## config.mk

```make
export PLATFORM = sky130hd
export DESIGN_NAME = score_display
export DESIGN_NICKNAME = d
export VERILOG_FILES = /design/src/rtl/score_display_pkg.sv /design/src/rtl/score_display_bin2bcd_seq.sv /design/src/rtl/score_display.sv
export SDC_FILE = /design/constraint.sdc
export NUM_CORES = 1
export LEC_CHECK = 0
export ABC_AREA = 1
export CORE_ASPECT_RATIO = 2
export CORE_MARGIN = 2
export CORE_UTILIZATION = 35
export CTS_BUF_LIST = sky130_fd_sc_hd__clkbuf_4 sky130_fd_sc_hd__clkbuf_8 sky130_fd_sc_hd__clkbuf_16
export CTS_CLUSTER_SIZE = 8
export DETAILED_ROUTE_END_ITERATION = 8
export PLACE_DENSITY_LB_ADDON = 0.2
export SLEW_MARGIN = 10
export SYNTH_ARGS = -nofsm -noshare
export SYNTH_HDL_FRONTEND = slang
export SYNTH_HIERARCHICAL = 1
export SYNTH_SLANG_ARGS = --single-unit
```

## constraint.sdc

```tcl
create_clock -name clock -period 5.3 [get_ports clock]
set_input_delay 1.06 -clock clock [delete_from_list [all_inputs] [get_ports clock]]
set_output_delay 1.06 -clock clock [all_outputs]
set_load 0.005 [all_outputs]
```

## src/rtl/score_display_pkg.sv

```systemverilog
`default_nettype none
// ============================================================================
//  Module      : score_display_pkg
//  Description : Shared types and constants for the score display block:
//                converter FSM state encoding, digit/score widths, the blank
//                segment pattern and the 0-9 active-low segment table.
//  Ports       : none (package)
//  Revision    : 1.0 - initial release
// ============================================================================
package score_display_pkg;

    localparam int DIGITS  = 4;
    localparam int SCORE_W = 10;
    localparam int BCD_W   = 4 * DIGITS;
    localparam int CNT_W   = 4;

    // Converter FSM encoding
    typedef logic [1:0] state_t;
    localparam state_t ST_IDLE  = 2'd0;
    localparam state_t ST_SHIFT = 2'd1;
    localparam state_t ST_DONE  = 2'd2;

    // Active-low segments, bit0 = a ... bit6 = g
    localparam logic [6:0] SEG_BLANK = 7'b1111111;

    localparam logic [9:0][6:0] SEG_TABLE = {
        7'b0010000,   // 9
        7'b0000000,   // 8
        7'b1111000,   // 7
        7'b0000010,   // 6
        7'b0010010,   // 5
        7'b0011001,   // 4
        7'b0110000,   // 3
        7'b0100100,   // 2
        7'b1111001,   // 1
        7'b1000000    // 0
    };

    // Codes above 9 cannot arise from the converter; show them dark anyway.
    function automatic logic [6:0] seg_decode(input logic [3:0] digit);
        logic [6:0] pattern;
        if (digit <= 4'd9) pattern = SEG_TABLE[digit];
        else               pattern = SEG_BLANK;
        return pattern;
    endfunction

endpackage
`default_nettype wire

```

## src/rtl/score_display_bin2bcd_seq.sv

```systemverilog
`default_nettype none
// ============================================================================
//  Module      : bin2bcd_seq
//  Description : Sequential shift-add-3 (double dabble) binary to BCD
//                converter, one bit per clock.
//  Ports       : clock  - clock, rising edge
//                reset  - asynchronous active-low reset
//                start  - accept value (honoured only while idle)
//                value  - binary input, SCORE_W bits
//                busy   - high while shifting or finishing
//                done   - one-cycle pulse when bcd updates
//                bcd    - last converted result, DIGITS BCD nibbles
//  Revision    : 1.0 - initial release
// ============================================================================
module bin2bcd_seq
    import score_display_pkg::*;
(
    input  logic               clock,
    input  logic               reset,
    input  logic               start,
    input  logic [SCORE_W-1:0] value,
    output logic               busy,
    output logic               done,
    output logic [BCD_W-1:0]   bcd
);

    localparam logic [CNT_W-1:0] c_last_shift = CNT_W'(SCORE_W - 1);

    state_t                     r_state;
    state_t                     w_state_nxt;
    logic [SCORE_W-1:0]         r_shift;
    logic [BCD_W-1:0]           r_acc;
    logic [BCD_W-1:0]           w_acc_adj;
    logic [BCD_W+SCORE_W-1:0]   w_shifted;
    logic [CNT_W-1:0]           r_cnt;
    logic [BCD_W-1:0]           r_bcd;
    logic                       r_done;

    // ---------------- FSM: state register ----------------
    always_ff @(posedge clock or negedge reset) begin
        if (!reset) r_state <= ST_IDLE;
        else        r_state <= w_state_nxt;
    end

    // ---------------- FSM: next state ----------------
    always_comb begin
        w_state_nxt = r_state;
        case (r_state)
            ST_IDLE:  if (start) w_state_nxt = ST_SHIFT;
            ST_SHIFT: if (r_cnt == c_last_shift) w_state_nxt = ST_DONE;
            ST_DONE:  w_state_nxt = ST_IDLE;
            default:  w_state_nxt = ST_IDLE;
        endcase
    end

    // ---------------- FSM: outputs ----------------
    always_comb begin
        busy = (r_state != ST_IDLE);
        done = r_done;
        bcd  = r_bcd;
    end

    // Add 3 to every nibble that would overflow past 9 after doubling.
    genvar gi;
    generate
        for (gi = 0; gi < DIGITS; gi++) begin : g_adj
            assign w_acc_adj[gi*4 +: 4] = (r_acc[gi*4 +: 4] >= 4'd5)
                                        ? r_acc[gi*4 +: 4] + 4'd3
                                        : r_acc[gi*4 +: 4];
        end
    endgenerate

    assign w_shifted = {w_acc_adj, r_shift} << 1;

    // ---------------- Datapath ----------------
    always_ff @(posedge clock or negedge reset) begin
        if (!reset) begin
            r_shift <= '0;
            r_acc   <= '0;
            r_cnt   <= '0;
            r_bcd   <= '0;
            r_done  <= 1'b0;
        end else begin
            r_done <= 1'b0;
            case (r_state)
                ST_IDLE: begin
                    if (start) begin
                        r_shift <= value;
                        r_acc   <= '0;
                        r_cnt   <= '0;
                    end
                end
                ST_SHIFT: begin
                    r_acc   <= w_shifted[BCD_W+SCORE_W-1:SCORE_W];
                    r_shift <= w_shifted[SCORE_W-1:0];
                    r_cnt   <= r_cnt + 1'b1;
                end
                ST_DONE: begin
                    r_bcd  <= r_acc;
                    r_done <= 1'b1;
                end
                default: ;
            endcase
        end
    end

endmodule
`default_nettype wire

```

## src/rtl/score_display.sv

```systemverilog
`default_nettype none
// ============================================================================
//  Module      : score_display
//  Description : Converts a changing binary score to BCD and drives a
//                4-digit multiplexed active-low 7-segment display with
//                leading-zero blanking.
//  Ports       : clock     - clock, rising edge
//                reset     - asynchronous active-low reset
//                score     - binary score 0..1023
//                bcd       - last converted value, [15:12] = thousands
//                conv_done - one-cycle pulse when bcd updates
//                busy      - high while a conversion runs
//                seg       - active-low segments, seg[0]=a ... seg[6]=g
//                digit_sel - active-low one-hot digit enable, bit0 = units
//  Revision    : 1.0 - initial release
// ============================================================================
module score_display
    import score_display_pkg::*;
#(
    parameter int SCAN_DIV = 50000
)
(
    input  logic               clock,
    input  logic               reset,
    input  logic [SCORE_W-1:0] score,
    output logic [BCD_W-1:0]   bcd,
    output logic               conv_done,
    output logic               busy,
    output logic [6:0]         seg,
    output logic [DIGITS-1:0]  digit_sel
);

    localparam logic [15:0] c_scan_max = 16'(SCAN_DIV - 1);

    logic [SCORE_W-1:0] r_last_score;
    logic               w_start;

    logic [15:0]        r_scan_cnt;
    logic [15:0]        w_scan_cnt_nxt;
    logic               w_wrap;
    logic [1:0]         r_digit_idx;
    logic [1:0]         w_digit_idx_nxt;
    logic [3:0]         w_nibble;
    logic               w_lead_zero;
    logic               w_blank;
    logic [6:0]         w_seg_nxt;
    logic [6:0]         r_seg;
    logic [DIGITS-1:0]  w_digit_sel_nxt;
    logic [DIGITS-1:0]  r_digit_sel;

    // A new conversion is requested only while the converter is idle, so a
    // score that moved during a conversion is picked up right afterwards.
    assign w_start = !busy && (score != r_last_score);

    always_ff @(posedge clock or negedge reset) begin
        if (!reset)       r_last_score <= '0;
        else if (w_start) r_last_score <= score;
    end

    bin2bcd_seq u_bin2bcd (
        .clock (clock),
        .reset (reset),
        .start (w_start),
        .value (score),
        .busy  (busy),
        .done  (conv_done),
        .bcd   (bcd)
    );

    // ---------------- Scan timing ----------------
    always_comb begin
        w_wrap          = (r_scan_cnt == c_scan_max);
        w_scan_cnt_nxt  = w_wrap ? 16'd0 : r_scan_cnt + 16'd1;
        w_digit_idx_nxt = w_wrap ? r_digit_idx + 2'd1 : r_digit_idx;
    end

    // ---------------- Digit decode ----------------
    // Segment and select registers are both loaded from the next digit index,
    // so they always refer to the same digit. Only the committed bcd is used.
    always_comb begin
        w_nibble    = bcd[{w_digit_idx_nxt, 2'b00} +: 4];
        w_lead_zero = 1'b1;
        w_blank     = 1'b0;
        for (int i = DIGITS - 1; i > 0; i--) begin
            w_lead_zero = w_lead_zero && (bcd[i*4 +: 4] == 4'd0);
            if (2'(i) == w_digit_idx_nxt) w_blank = w_lead_zero;
        end
        w_seg_nxt       = w_blank ? SEG_BLANK : seg_decode(w_nibble);
        w_digit_sel_nxt = ~(4'b0001 << w_digit_idx_nxt);
    end

    always_ff @(posedge clock or negedge reset) begin
        if (!reset) begin
            r_scan_cnt  <= 16'd0;
            r_digit_idx <= 2'd0;
            r_seg       <= 7'b1000000;
            r_digit_sel <= 4'b1110;
        end else begin
            r_scan_cnt  <= w_scan_cnt_nxt;
            r_digit_idx <= w_digit_idx_nxt;
            r_seg       <= w_seg_nxt;
            r_digit_sel <= w_digit_sel_nxt;
        end
    end

    assign seg       = r_seg;
    assign digit_sel = r_digit_sel;

endmodule
`default_nettype wire

```

Word level (Yosys, flattened, before mapping)

Memories as Yosys holds them, arrays and structs flattened.
Cells that the tools add are included.

Bits of input ports: 12
Memories kept: 1
Bits in registers: 88
Memory bits (read-only): 112
Logic and storage cells: 72

Magnitude comparators: 6
Bitwise logic cells: 1
Shift-type cells: 2
Reduce and logical (&&, ||, !) cells: 12
Add/subtract/negate cells: 7
Mux-type cells: 22
Equal/unequal tests: 10

Memories:

| name            | depth | width | read ports | clocked after Yosys merged registers in | wr ports | RTL line                | text |
|---|---|---|---|---|---|---|---|
| (no name shown) | 16    | 7     | 1          | 0                                       | 0        | score_display_pkg.sv:42 | `if (digit <= 4'd9) pattern = SEG_TABLE[digit];` |

Operator list:

| kind                  | number |
|---|---|
| $mux 16               | 2 |
| $pmux 16 s2           | 1 |
| $mux 7                | 3 |
| $pmux 10 s2           | 1 |
| $add 16x1->16 const B | 1 |
| $eq 16x16->1 const B  | 1 |
| $ge 4x3->1 const B    | 4 |
| $mux 4                | 4 |
| $shiftx 16x5->4       | 1 |
| $add 4x2->4 const B   | 3 |
| $logic_not 4->1       | 3 |
| $mux 10               | 1 |
| $ne 10x10->1          | 1 |
| $pmux 4 s2            | 1 |
| $mux 2                | 3 |
| $lt 4x5->1 const B    | 1 |
| $add 4x1->4 const B   | 1 |
| $eq 2x2->1 const A    | 2 |
| $eq 4x4->1 const B    | 1 |
| $le 4x4->1 const B    | 1 |
| $mux 1                | 4 |
| $ne 2x1->1 const B    | 2 |
| $not 4->4             | 1 |
| $pmux 2 s2            | 1 |
| other kinds (12)      | 16 |

Longest topological paths before layout

Gate-level depths: netlist (run 1).

Depth after elaboration: 7
Mapped depth: 16

Modules after synthesis

Netlist (run 1), hierarchy kept.

Modules (own cells, without submodules):

| module        | instances | cells an instance | area each (um^2) | seq. area each (um^2) |
|---|---|---|---|---|
| bin2bcd_seq   | 1         | 274               | 2394.8           | 1226.2 |
| score_display | 1         | 288               | 2342.2           | 980.9 |

Worst setup path after synthesis (run 1)

Ideal clock, no wire load.

Path type: input port to flip-flop
Start point: input port score[0]
End point: register u_bin2bcd.r_shift[8]
Arrival time: 2.398 ns
Stages on the path: 11
Slack: 2.836 ns
Setup time: 0.066 ns
Required time: 5.234 ns
Cell sequence: xor2_1 > nor4_1 > nand4_1 > nand2_1 > clkinv_1 > nand2_4 > nand2_4 > inv_4 > buf_6 > nand2_2 > nand3_2

Cells in the longest elaborated chain, start to end: 4

RTL lines:

| what                       | RTL line                        | text |
|---|---|---|
| start: declaration         | score_display.sv:25             | `input logic [SCORE_W-1:0] score,` |
| $ne 10x10->1               | score_display.sv:53             | `assign w_start = !busy && (score != r_last_score);` |
| $logic_and 1x1->1          | score_display.sv:53             |  |
| net w_start                | score_display.sv:36             | `logic w_start;` |
| $ne 2x1->1 (no line)       | -                               |  |
| $reduce_and 2->1 (no line) | -                               |  |
| end signal: assignment     | score_display_bin2bcd_seq.sv:88 | `r_shift <= value;` |
| end signal: assignment     | score_display_bin2bcd_seq.sv:95 | `r_shift <= w_shifted[SCORE_W-1:0];` |
| end: declaration           | score_display_bin2bcd_seq.sv:31 | `logic [SCORE_W-1:0] r_shift;` |

The timed path passes the listed nets, and every way through them passes these cells.
A chain may end at the register's enable or synchronous reset.

Final worst setup path (run 1)

Start point: input port score[0]
End point: register u_bin2bcd.r_cnt[2]

Cells in the longest elaborated chain, start to end: 4

RTL lines:

| what                       | RTL line                        | text |
|---|---|---|
| $ne 10x10->1               | score_display.sv:53             |  |
| $logic_and 1x1->1          | score_display.sv:53             |  |
| net w_start                | score_display.sv:36             |  |
| $ne 2x1->1 (no line)       | -                               |  |
| $reduce_and 2->1 (no line) | -                               |  |
| end signal: assignment     | score_display_bin2bcd_seq.sv:96 | `r_cnt <= r_cnt + 1'b1;` |
| end: declaration           | score_display_bin2bcd_seq.sv:35 | `logic [CNT_W-1:0] r_cnt;` |

The timed path passes the listed nets, and every way through them passes these cells.

==> summary.md, run 1 <==
| Metric | Value |
|---|---|
| Status | `finished, final reports clean` |
| Chip width | `around 86 um` |
| Antenna violations before repair | `0` |
| Drt drc | `0` |
| Routed wire length | `about 10000 um` |
| CTS buffer count | `9` |
| WL/cell | `13.2 um` |
| GP Congestion | `0.874` |
| Detail Route Antenna Nets | `0` |
| Vias/cell | `about 4.9` |
| Maximum vdd drop | `0.247 mV` |
| Seq/Total Area, Yosys | `0.466` |
| Number of diodes | `0` |
| Synthesized cell area | `~4700 sq um` |
| Crit end category | `register` |
| Dpl cell area | `approximately 5300 sq um` |
| CP max stage cell | `nor4_1` |
| Post-CTS setup buffers | `0` |
| Row cnt | `60` |
| Worst-path clk slew | `0.06 ns` |
| Post_cts resized | `0` |
| Post-Route Setup TNS | `0 ns` |
| Multi-input gate area | `between 2000 and 2500 sq um` |
| Maximum clock rate | `approximately 290 MHz` |
| Power Total | `2860 uW` |
| Max clock buf depth | `2` |
| Number of max-cap violations | `0` |
| Clock skew | `between 0.008 and 0.009 ns` |
| CP Class | `input port to register` |
| H-Tree Depth | `3` |
| Final setup vio count | `0` |
| Port Buf Inserts | `40` |
| Post-Syn Instances | `~560` |
| CP peak stage delay | `between 0.4 and 0.5 ns` |
| RSZ-0062 raised after global routing | `false` |
| Power density cells | `514 nW/um^2` |
| Mean Syn Cell Area | `~8.4 sq um` |
| Leak pwr | `between 0.002 and 0.003 uW` |
| Crit path time final | `3.51 ns` |
| Mapped Nets | `between 500 and 600` |
| Crit path max-delay family | `simple AND/OR/NAND/NOR gates` |
| Critical-path maximum fanout | `16` |
| Gr usage total | `0.148` |
| DRT iter0 DRCs | `between 150 and 200` |
| YS warnings | `6` |
| Flops & latches, synth | `88` |
| WP data required | `5.56 ns` |
| Die ar. | `between 10000 and 15000 sq um` |
| Worst-margin pin slew | `0.819 ns` |
| CP Launch Type | `input port` |
| Synth unique cells | `47` |
| Via count | `3741` |
| Design Area, Final | `~5600 sq um` |
| FILL cells | `1399` |
| Final Hold Viols | `0` |
| Register area | `about 2200 sq um` |
| Die height | `around 170 um` |
| DR pass1 iterations | `4` |
| Core area | `roughly 13000 sq um` |
| WP data arrival | `3.77 ns` |
| Worst hold-check path type | `register to register` |
| Area growth, synth to finish | `17.5%` |
| First-pass GRT wire length | `~17000 um` |
| CTS root buf | `clkbuf_16` |
| CTS sink count | `88` |
| Slew Limit Fails | `0` |
| Largest net degree at the start of global routing | `64` |
| Final Net Count | `between 600 and 700` |
| Max-slew headroom | `0.454` |
| IO Pins | `just over 40` |
| Hold_buf cts | `0` |
| Vias in the first global route | `approximately 3800` |
| Final worst path period share | `0.662` |
| Detailed-placement wirelength estimate | `7660 um` |
| Skew-Pair Late Insertion Delay | `between 0.3 and 0.4 ns` |
| Fraction of layout cells with a size suffix above 1 | `0.131` |
| Initial core utilization | `0.354` |
| WP buf/inv | `3` |
| Overflow after GRT | `0` |
| Cell breakdown of the critical path | `clkdlybuf4s50_1, xor2_1, nor4_1, nand4_1, nand2_1, clkinv_1, nand2_4, nand2_4, inv_4, nand2_1, o21ai_0` |
| CTS tree | `done` |
-- layout by cell type (no fill, tap or decap), types with 11 or more instances in the layout --
cell type,n
xor2_1,11
o21ai_0,19
nand2_2,15
nor2_1,31
inv_1,63
ha_1,14
nand3_1,54
nand4_1,12
dfrtp_1,84
o21ai_1,16
nand2_1,158
clkdlybuf4s50_1,39
-- layer usage --
metal / share of wire / routed length (um) / GRT usage / vias up
met5: 0 / 0 / 0 / -
met3: 0.024 / 245 / 0.0185 / 32
li1: - / - / - / 1878
met1: 0.38 / 3830 / 0.144 / 1764
met2: 0.55 / 5570 / 0.281 / 67
met4: 0.044 / 448 / 0.0965 / 0
-- cell type report --
cell class	instances	share of cell area
multi-input combinational	390	0.386
clock inverter	3	0.00719
timing repair buffer	41	0.0728
clock buffer	13	0.0481
sequential	88	0.396
inverter	75	0.0542
tap	155	0.0348
-- flip-flops by register name (all words and copies together), names as in the netlist --
register           cells
u_bin2bcd/r_cnt        4
r_digit_idx            2
u_bin2bcd/done         1
digit_sel              4
r_last_score          10
seg                    7
r_scan_cnt            16
u_bin2bcd/r_shift     10
u_bin2bcd/r_acc       16
u_bin2bcd/bcd         16
u_bin2bcd/r_state      2
-- logic make-up (layout without fill, tap and decap cells) --
family / after synthesis / in the layout / synth area share
AND/OR/NAND/NOR: 308 / 308 / 0.323
flip-flops: 88 / 88 / 0.466
buffers and inverters: 84 / 132 / 0.0800
AO/OA/AOI/OAI: 55 / 55 / 0.0703
adder cells (fa/ha/maj): 14 / 14 / 0.0370
XOR/XNOR: 13 / 13 / 0.0240
-- worst reg2reg max path, cell delays in order (launching register included) --
cell      delay (ns)
dfrtp_1         0.40
xor2_1          0.17
nor4_1          0.49
nand4_1         0.16
nand2_1         0.35
clkinv_1        0.37
nand2_4         0.21
nand2_4         0.16
inv_4           0.19
nand2_1         0.08
o21ai_0         0.07
-- per-stage QoR --
stage	cells	worst slack (ns)	hold WS [ns]	util
2_1_floorplan	562	2.84	0.417	-
4_1_cts	765	1.82	0.470	0.417
3_3_place_gp	749	1.57	0.448	0.394
5_1_grt	765	1.62	0.483	0.417
6_report	765	1.79	0.464	0.417
3_5_place_dp	749	1.46	0.461	0.394
-- synth_stat cells, drive strengths merged --
| cell | n | area [sq um] |
|---|---|---|
| nand2 | 183 | 808 |
| dfrtp | 84 | 2100 |
| inv | 72 | 288 |
| nand3 | 60 | 353 |
| nor2 | 42 | 218 |
| o21ai | 35 | 175 |
| ha | 14 | 175 |
| nand4 | 12 | 75.1 |
| xor2 | 11 | 96.3 |
| buf | 8 | 73.8 |
| a21oi | 5 | 36.3 |
| nor3 | 5 | 30.0 |
| dfstp | 4 | 105 |
| o211ai | 4 | 40.0 |
| o21bai | 4 | 30.0 |
| clkinv | 3 | 13.8 |
| nor4 | 3 | 18.8 |
| nand3b | 2 | 18.8 |
| o22ai | 2 | 12.5 |
| xnor2 | 2 | 17.5 |
| a21o | 1 | 7.51 |
| a221oi | 1 | 8.76 |
| a31oi | 1 | 6.26 |
| clkbuf | 1 | 3.75 |
| nor3b | 1 | 7.51 |
| o21a | 1 | 7.51 |
| o221ai | 1 | 8.76 |
-- power by group --
part / total, uW / internal, uW / leakage (uW) / switching (uW)
registers: 1070 / 899 / 0.00112 / 174
clock network: 652 / 400 / 0.000156 / 252
logic: 1140 / 478 / 0.00148 / 660
total: 2860 / 1780 / 0.00275 / 1090
-- final timing paths --
path | cells after the start | end | slack, ns | startpoint
max in group asynchronous | 2 | u_bin2bcd/r_acc[10]$_DFFE_PN0P_ | 3.61 | reset
min in group asynchronous | 1 | r_scan_cnt[0]$_DFF_PN0_ | 0.81 | reset
hold / removal | 1 | r_scan_cnt[0]$_DFF_PN0_ | 0.46 | r_scan_cnt[0]$_DFF_PN0_
hold reg to reg | 1 | r_scan_cnt[0]$_DFF_PN0_ | 0.46 | r_scan_cnt[0]$_DFF_PN0_
setup reg to reg | 10 | u_bin2bcd/r_cnt[2]$_DFFE_PN0P_ | 2.58 | r_last_score[0]$_DFFE_PN0P_
setup / recovery | 11 | u_bin2bcd/r_cnt[2]$_DFFE_PN0P_ | 1.79 | score[0]
Note: power is estimated with default switching activity, not from simulation.
==> run 2: changes to the inputs <==
- clock period: 5.3 -> 3 ns (I/O delays scaled with it)
==> run 2 against run 1 <==
Net effect: critical path depth is the same; clock power grew 110%; highest routed layer unchanged; final cell count grew 0.39%; utilization grew 0.76 points; clock skew is essentially flat.
==> summary.md, run 2 (synthesized netlist as in run 1, its figures left out) <==
| Metric | Value |
|---|---|
| R2r startpoint | `r_scan_cnt[0]$_DFF_PN0_` |
| Post-CTS setup buffers | `0 (unchanged)` |
| Clock skew | `0.00861 ns (-0.000145 ns)` |
| Crit path time final | `approximately 2.4 ns` |
| Core area | `13400 sq um (unchanged)` |
| CTS buffer count | `9 (unchanged)` |
| Worst-path clk slew | `0.07 ns (about the same)` |
| Chip width | `86.3 um (unchanged)` |
| Vias in the first global route | `3790 (-0.97%)` |
| CP peak stage delay | `0.47 ns (-0.02 ns)` |
| Port Buf Inserts | `40 (unchanged)` |
| Leak pwr | `0.00280 uW (+1.5%)` |
| WL/cell | `13.4 um (+1.2%)` |
| Maximum clock rate | `~420 MHz` |
| Status | `finished, final reports clean` |
| Reg-to-reg setup timing slack | `0.79 ns (-1.79 ns)` |
| WP data required | `3.25 ns (-2.31 ns)` |
| Slew Limit Fails | `0 (unchanged)` |
| Detailed-placement wirelength estimate | `7650 um (-0.10%)` |
| Final worst path period share | `0.800` |
| CTS root buf | `clkbuf_16` |
| H-Tree Depth | `3 (unchanged)` |
| Power Total | `5330 uW (+86%)` |
| Cell breakdown of the critical path | `clkdlybuf4s50_1, xor2_1, nor4_1, nand4_1, nand2_1, clkinv_1, nand2_4, nand2_4, inv_4, nand2_1, o21ai_0` |
| Detail Route Antenna Nets | `0 (unchanged)` |
| CTS tree | `done` |
| CP Launch Type | `input port` |
| Final Hold Viols | `0 (unchanged)` |
| Via count | `3741 (unchanged)` |
| Number of diodes | `0 (unchanged)` |
| Post-Route Utilization | `0.424 (+0.00758)` |
| Gr usage total | `0.151 (+0.00241)` |
| Routed wire length | `10300 um (+1.6%)` |
| Reg-to-Reg End | `seg[3]$_DFF_PN0_` |
| Final hold slack | `0.288 ns (-0.176 ns)` |
| Worst-margin pin slew | `0.655 ns (-0.164 ns)` |
| Hold_buf cts | `0 (unchanged)` |
| CTS sink count | `88 (unchanged)` |
| Fraction of layout cells with a size suffix above 1 | `0.135 (+0.00425)` |
| Initial core utilization | `0.354 (unchanged)` |
| Drt drc | `0 (unchanged)` |
| Antenna violations before repair | `0 (unchanged)` |
| Reg2reg path depth | `12 (+2)` |
| Critical-path maximum fanout | `16 (unchanged)` |
| Vias/cell | `4.87 (-0.39%)` |
| First-pass GRT wire length | `17300 um (+1.2%)` |
| Commonest cells after routing, fill and taps aside | `nand2_1 (158), dfrtp_1 (84), inv_1 (63)` |
| Maximum vdd drop | `0.430 mV (+74%)` |
| Post-Route Setup TNS | `0 ns (unchanged)` |
| Power density cells | `940 nW/um^2 (+83%)` |
| Number of max-cap violations | `0 (unchanged)` |
| WP data arrival | `2.65 ns (-1.12 ns)` |
| Overflow after GRT | `0 (unchanged)` |
| Row cnt | `60 (unchanged)` |
| Worst hold-check path type | `input port to asynchronous set/reset pin` |
| CP Class | `input port to register` |
| DRT iter0 DRCs | `159 (+1.3%)` |
| RSZ-0062 raised after global routing | `false` |
| Skew-Pair Late Insertion Delay | `0.34 ns (about the same)` |
| DR pass1 iterations | `4 (unchanged)` |
| Post_cts resized | `0 (unchanged)` |
| GP Congestion | `0.824 (-5.7%)` |
| Die ar. | `14500 sq um (unchanged)` |
| Crit end category | `register` |
| Final Net Count | `634 (+0.48%)` |
| Final setup vio count | `0 (unchanged)` |
| Commonest non-fill, non-tap cell in the layout | `nand2_1` |
| Area growth, synth to finish | `19.7%` |
| CP max stage cell | `clkdlybuf4s50_1` |
| Max clock buf depth | `2 (unchanged)` |
| Die height | `169 um (unchanged)` |
| IO Pins | `41 (unchanged)` |
| Max-slew headroom | `0.564 (+0.109)` |
| Largest net degree at the start of global routing | `49 (-23%)` |
## run 2: cell count changes in the layout (fill, tap and decap cells not counted), sizes merged
cell / before / now
clkbuf: 13 / 11
buf: 2 / 5
clkinvlp: 0 / 1
clkinv: 5 / 3
bufinv: 1 / 4
## run 2: how the worst max path moves through the flow
stage	startpoint	endpoint	slack [ns]
floorplan	score[0]	u_bin2bcd/r_shift[8]$_DFFE_PN0P_	1.0
global placement	score[8]	u_bin2bcd/r_shift[3]$_DFFE_PN0P_	0.26
detailed placement	score[8]	u_bin2bcd/r_shift[5]$_DFFE_PN0P_	0.22
CTS	score[8]	u_bin2bcd/r_cnt[2]$_DFFE_PN0P_	0.57
global route	score[8]	u_bin2bcd/r_cnt[2]$_DFFE_PN0P_	0.35
finish	score[8]	u_bin2bcd/r_cnt[2]$_DFFE_PN0P_	0.60
## run 2: cell type report
class | count | area, sq um
Multi-Input combinational cell | 390 | 2150
Clock inverter | 5 | 128
Fill cell | 1341 | 7690
Clock buffer | 11 | 246
Timing Repair Buffer | 44 | 440
Inverter | 75 | 302
Sequential cell | 88 | 2210
Tap cell | 155 | 194
## run 2: metal layers
metal | global-route usage | share of wire
met1 | 0.148 | 0.38
met2 | 0.290 | 0.58
met3 | 0.0263 | 0.022
met4 | 0.0761 | 0.020
met5 | 0 | 0
## run 2: through the flow
stage | area, sq um | cells | setup slack (ns)
3_5_place_dp | 5290 | 752 | 0.216
2_1_floorplan | 4740 | 562 | 0.996
4_1_cts | 5670 | 768 | 0.567
6_report | 5670 | 768 | 0.600
3_3_place_gp | 5290 | 752 | 0.263
5_1_grt | 5670 | 768 | 0.352
## run 2: critical path: cells and delay by family
family                    cells  cell delay (ns)
xor gates and xnor gates      1             0.17
and+or+nand+nor               6             1.01
AOI/OAI and AO/OA             1             0.08
buffers and inverters         3             0.78
## run 2: where the power goes
| group | switching (uW) | total, uW | internal, uW |
|---|---|---|---|
| logic | 1180 | 2050 | 869 |
| clock network | 466 | 1400 | 931 |
| registers | 300 | 1890 | 1590 |
| total | 1940 | 5330 | 3390 |
==> run 3: changes to the inputs <==
- clock period: 3 -> 2.4 ns (I/O delays scaled with it)
==> run 3 against run 2 <==
Net effect: routed wire length fell by 0.51%; highest routed layer unchanged; worst hold slack worse by 0.18 ns; critical path type is now register to register; first-iteration DRC count increased by 14%; combinational power up 30%; global-route usage is 0.20 points higher; clock power grew 7%; final cell count grew 1.3%.
==> summary.md, run 3 (synthesized netlist as in run 1, its figures left out) <==
| Metric | Value |
|---|---|
| Fraction of layout cells with a size suffix above 1 | `0.151 (+0.0155)` |
| IO Pins | `41 (unchanged)` |
| Power density cells | `1140 nW/um^2 (+22%)` |
| Final worst path period share | `0.929` |
| Post_cts resized | `0 (unchanged)` |
| Multi-input gate area | `2160 sq um (+0.29%)` |
| Worst-margin pin slew | `0.526 ns (-0.128 ns)` |
| Maximum clock rate | `approximately 450 MHz` |
| Row cnt | `60 (unchanged)` |
| CP Launch Type | `register` |
| Largest net degree at the start of global routing | `39 (-20%)` |
| Clock skew | `0.00632 ns (-0.00229 ns)` |
| Leak pwr | `0.00282 uW (+0.93%)` |
| R2r startpoint | `r_scan_cnt[0]$_DFF_PN0_` |
| Register area | `2210 sq um (unchanged)` |
| Final hold slack | `0.113 ns (-0.175 ns)` |
| GP Congestion | `0.812 (-1.4%)` |
| Final setup vio count | `0 (unchanged)` |
| WP data arrival | `2.44 ns (-0.21 ns)` |
| Initial core utilization | `0.354 (unchanged)` |
| Final Hold Viols | `0 (unchanged)` |
| First-pass GRT wire length | `17900 um (+3.4%)` |
| Maximum vdd drop | `0.570 mV (+33%)` |
| Reg2reg path depth | `12 (unchanged)` |
| Via count | `3773 (+0.86%)` |
| Port Buf Inserts | `40 (unchanged)` |
| Placed cells | `762 (+1.3%)` |
| Chip width | `86.3 um (unchanged)` |
| Commonest cells after routing, fill and taps aside | `nand2_1 (158), dfrtp_1 (84), inv_1 (63)` |
| Max clock buf depth | `2 (unchanged)` |
| Crit end category | `register` |
| Vias in the first global route | `3867 (+2.0%)` |
| Worst-path clk slew | `0.06 ns (about the same)` |
| Max-slew headroom | `0.649 (+0.0854)` |
| Critical-path maximum fanout | `6 (-10)` |
| CP Class | `register to register` |
| Detail Route Antenna Nets | `0 (unchanged)` |
| Slew Limit Fails | `0 (unchanged)` |
| FILL cells | `1363 (+1.6%)` |
| Die height | `169 um (unchanged)` |
| Gr usage total | `0.153 (+0.00202)` |
| Worst hold-check path type | `input port to asynchronous set/reset pin` |
| DR pass1 iterations | `4 (unchanged)` |
| Skew-Pair Late Insertion Delay | `0.33 ns (about the same)` |
| WL/cell | `13.1 um (-1.8%)` |
| WP data required | `2.62 ns (-0.63 ns)` |
| Status | `finished, final reports clean` |
| CTS buffer count | `9 (unchanged)` |
| Area growth, synth to finish | `20.4%` |
| Antenna violations before repair | `0 (unchanged)` |
| Final Net Count | `644 (+1.6%)` |
| RSZ-0062 raised after global routing | `false` |
| Core area | `13400 sq um (unchanged)` |
| Detailed-placement wirelength estimate | `7800 um (+1.9%)` |
| Crit path time final | `approximately 2.2 ns` |
| Routed wire length | `10200 um (-0.51%)` |
| Commonest non-fill, non-tap cell in the layout | `nand2_1` |
| CTS sink count | `88 (unchanged)` |
| CTS tree | `done` |
| Post-CTS setup buffers | `0 (unchanged)` |
| DRT iter0 DRCs | `182 (+14%)` |
| Reg-to-reg setup timing slack | `0.17 ns (-0.62 ns)` |
| Number of max-cap violations | `0 (unchanged)` |
| H-Tree Depth | `3 (unchanged)` |
| Reg-to-Reg End | `seg[3]$_DFF_PN0_` |
| Hold_buf cts | `0 (unchanged)` |
| Die ar. | `14500 sq um (unchanged)` |
| Overflow after GRT | `0 (unchanged)` |
| Fin cells | `778 (+1.3%)` |
| Vias/cell | `4.85 (-0.44%)` |
| Number of diodes | `0 (unchanged)` |
| CTS root buf | `clkbuf_16` |
| Drt drc | `0 (unchanged)` |
## run 3: cell types whose count changed in the layout (fill, tap and decap cells not counted)
cell / before / now
nor4_2: 0 / 1
bufinv_16: 4 / 1
buf_4: 4 / 14
inv_6: 1 / 2
nor4_1: 3 / 2
clkbuf_8: 1 / 4
clkbuf_4: 1 / 0
## run 3: worst max-delay path, cell delays in order, from the launching register on
cell and delay (ns):
dfrtp_1 0.37, ha_1 0.24, nand3_4 0.14, nor2_2 0.17, nand3_1 0.21, nand3_1 0.17
nand3_2 0.12, nand2_4 0.12, clkinv_2 0.09, ha_1 0.28, nand2_1 0.06, nand3_1 0.07
nand2_1 0.05
## run 3: layout make-up
class,count,area share
flip-flops and latches,88,0.387
repair buffers,54,0.0904
clock buffers,13,0.0492
multi-input cells,390,0.378
well taps,155,0.0340
inverters,75,0.0529
clock inverters,3,0.00812
## run 3: worst max path at each step
stage,start,endpoint,cells past startpoint
after floorplan,r_scan_cnt[0]$_DFF_PN0_,seg[3]$_DFF_PN0_,14
after global placement,score[9],u_bin2bcd/r_shift[4]$_DFFE_PN0P_,11
after detailed placement,score[9],u_bin2bcd/r_shift[3]$_DFFE_PN0P_,11
after CTS,r_scan_cnt[0]$_DFF_PN0_,seg[3]$_DFF_PN0_,12
after global routing,r_scan_cnt[0]$_DFF_PN0_,seg[1]$_DFF_PN0_,11
final,r_scan_cnt[0]$_DFF_PN0_,seg[3]$_DFF_PN0_,12
## run 3: metrics by stage
stage / worst slack (ns) / util / cell area [sq um] / total power [uW] / TNS (ns)
floorplan: 0.459 / - / 4740 / 4120 / 0
global placement: -0.183 / 0.402 / 5370 / 4980 / -4.58
detailed placement: -0.181 / 0.402 / 5370 / 5070 / -3.91
CTS: 0.173 / 0.426 / 5700 / 6600 / 0
global route: 0.0251 / 0.427 / 5700 / 7070 / 0
finish: 0.171 / 0.427 / 5700 / 6520 / 0
## run 3: per-layer routing
metal / GRT usage / part of all wire / up-vias
li1: - / - / 1913
met1: 0.159 / 0.39 / 1779
met5: 0 / 0 / -
met3: 0.0219 / 0.022 / 20
met2: 0.296 / 0.57 / 61
met4: 0.0591 / 0.024 / 0
## run 3: report_power, final
part | leakage, uW | internal [uW] | total, uW | switching (uW)
Clock | 0.000158 | 924 | 1500 | 573
Combinational | 0.00155 | 1150 | 2660 | 1510
Sequential | 0.00112 | 1980 | 2360 | 377
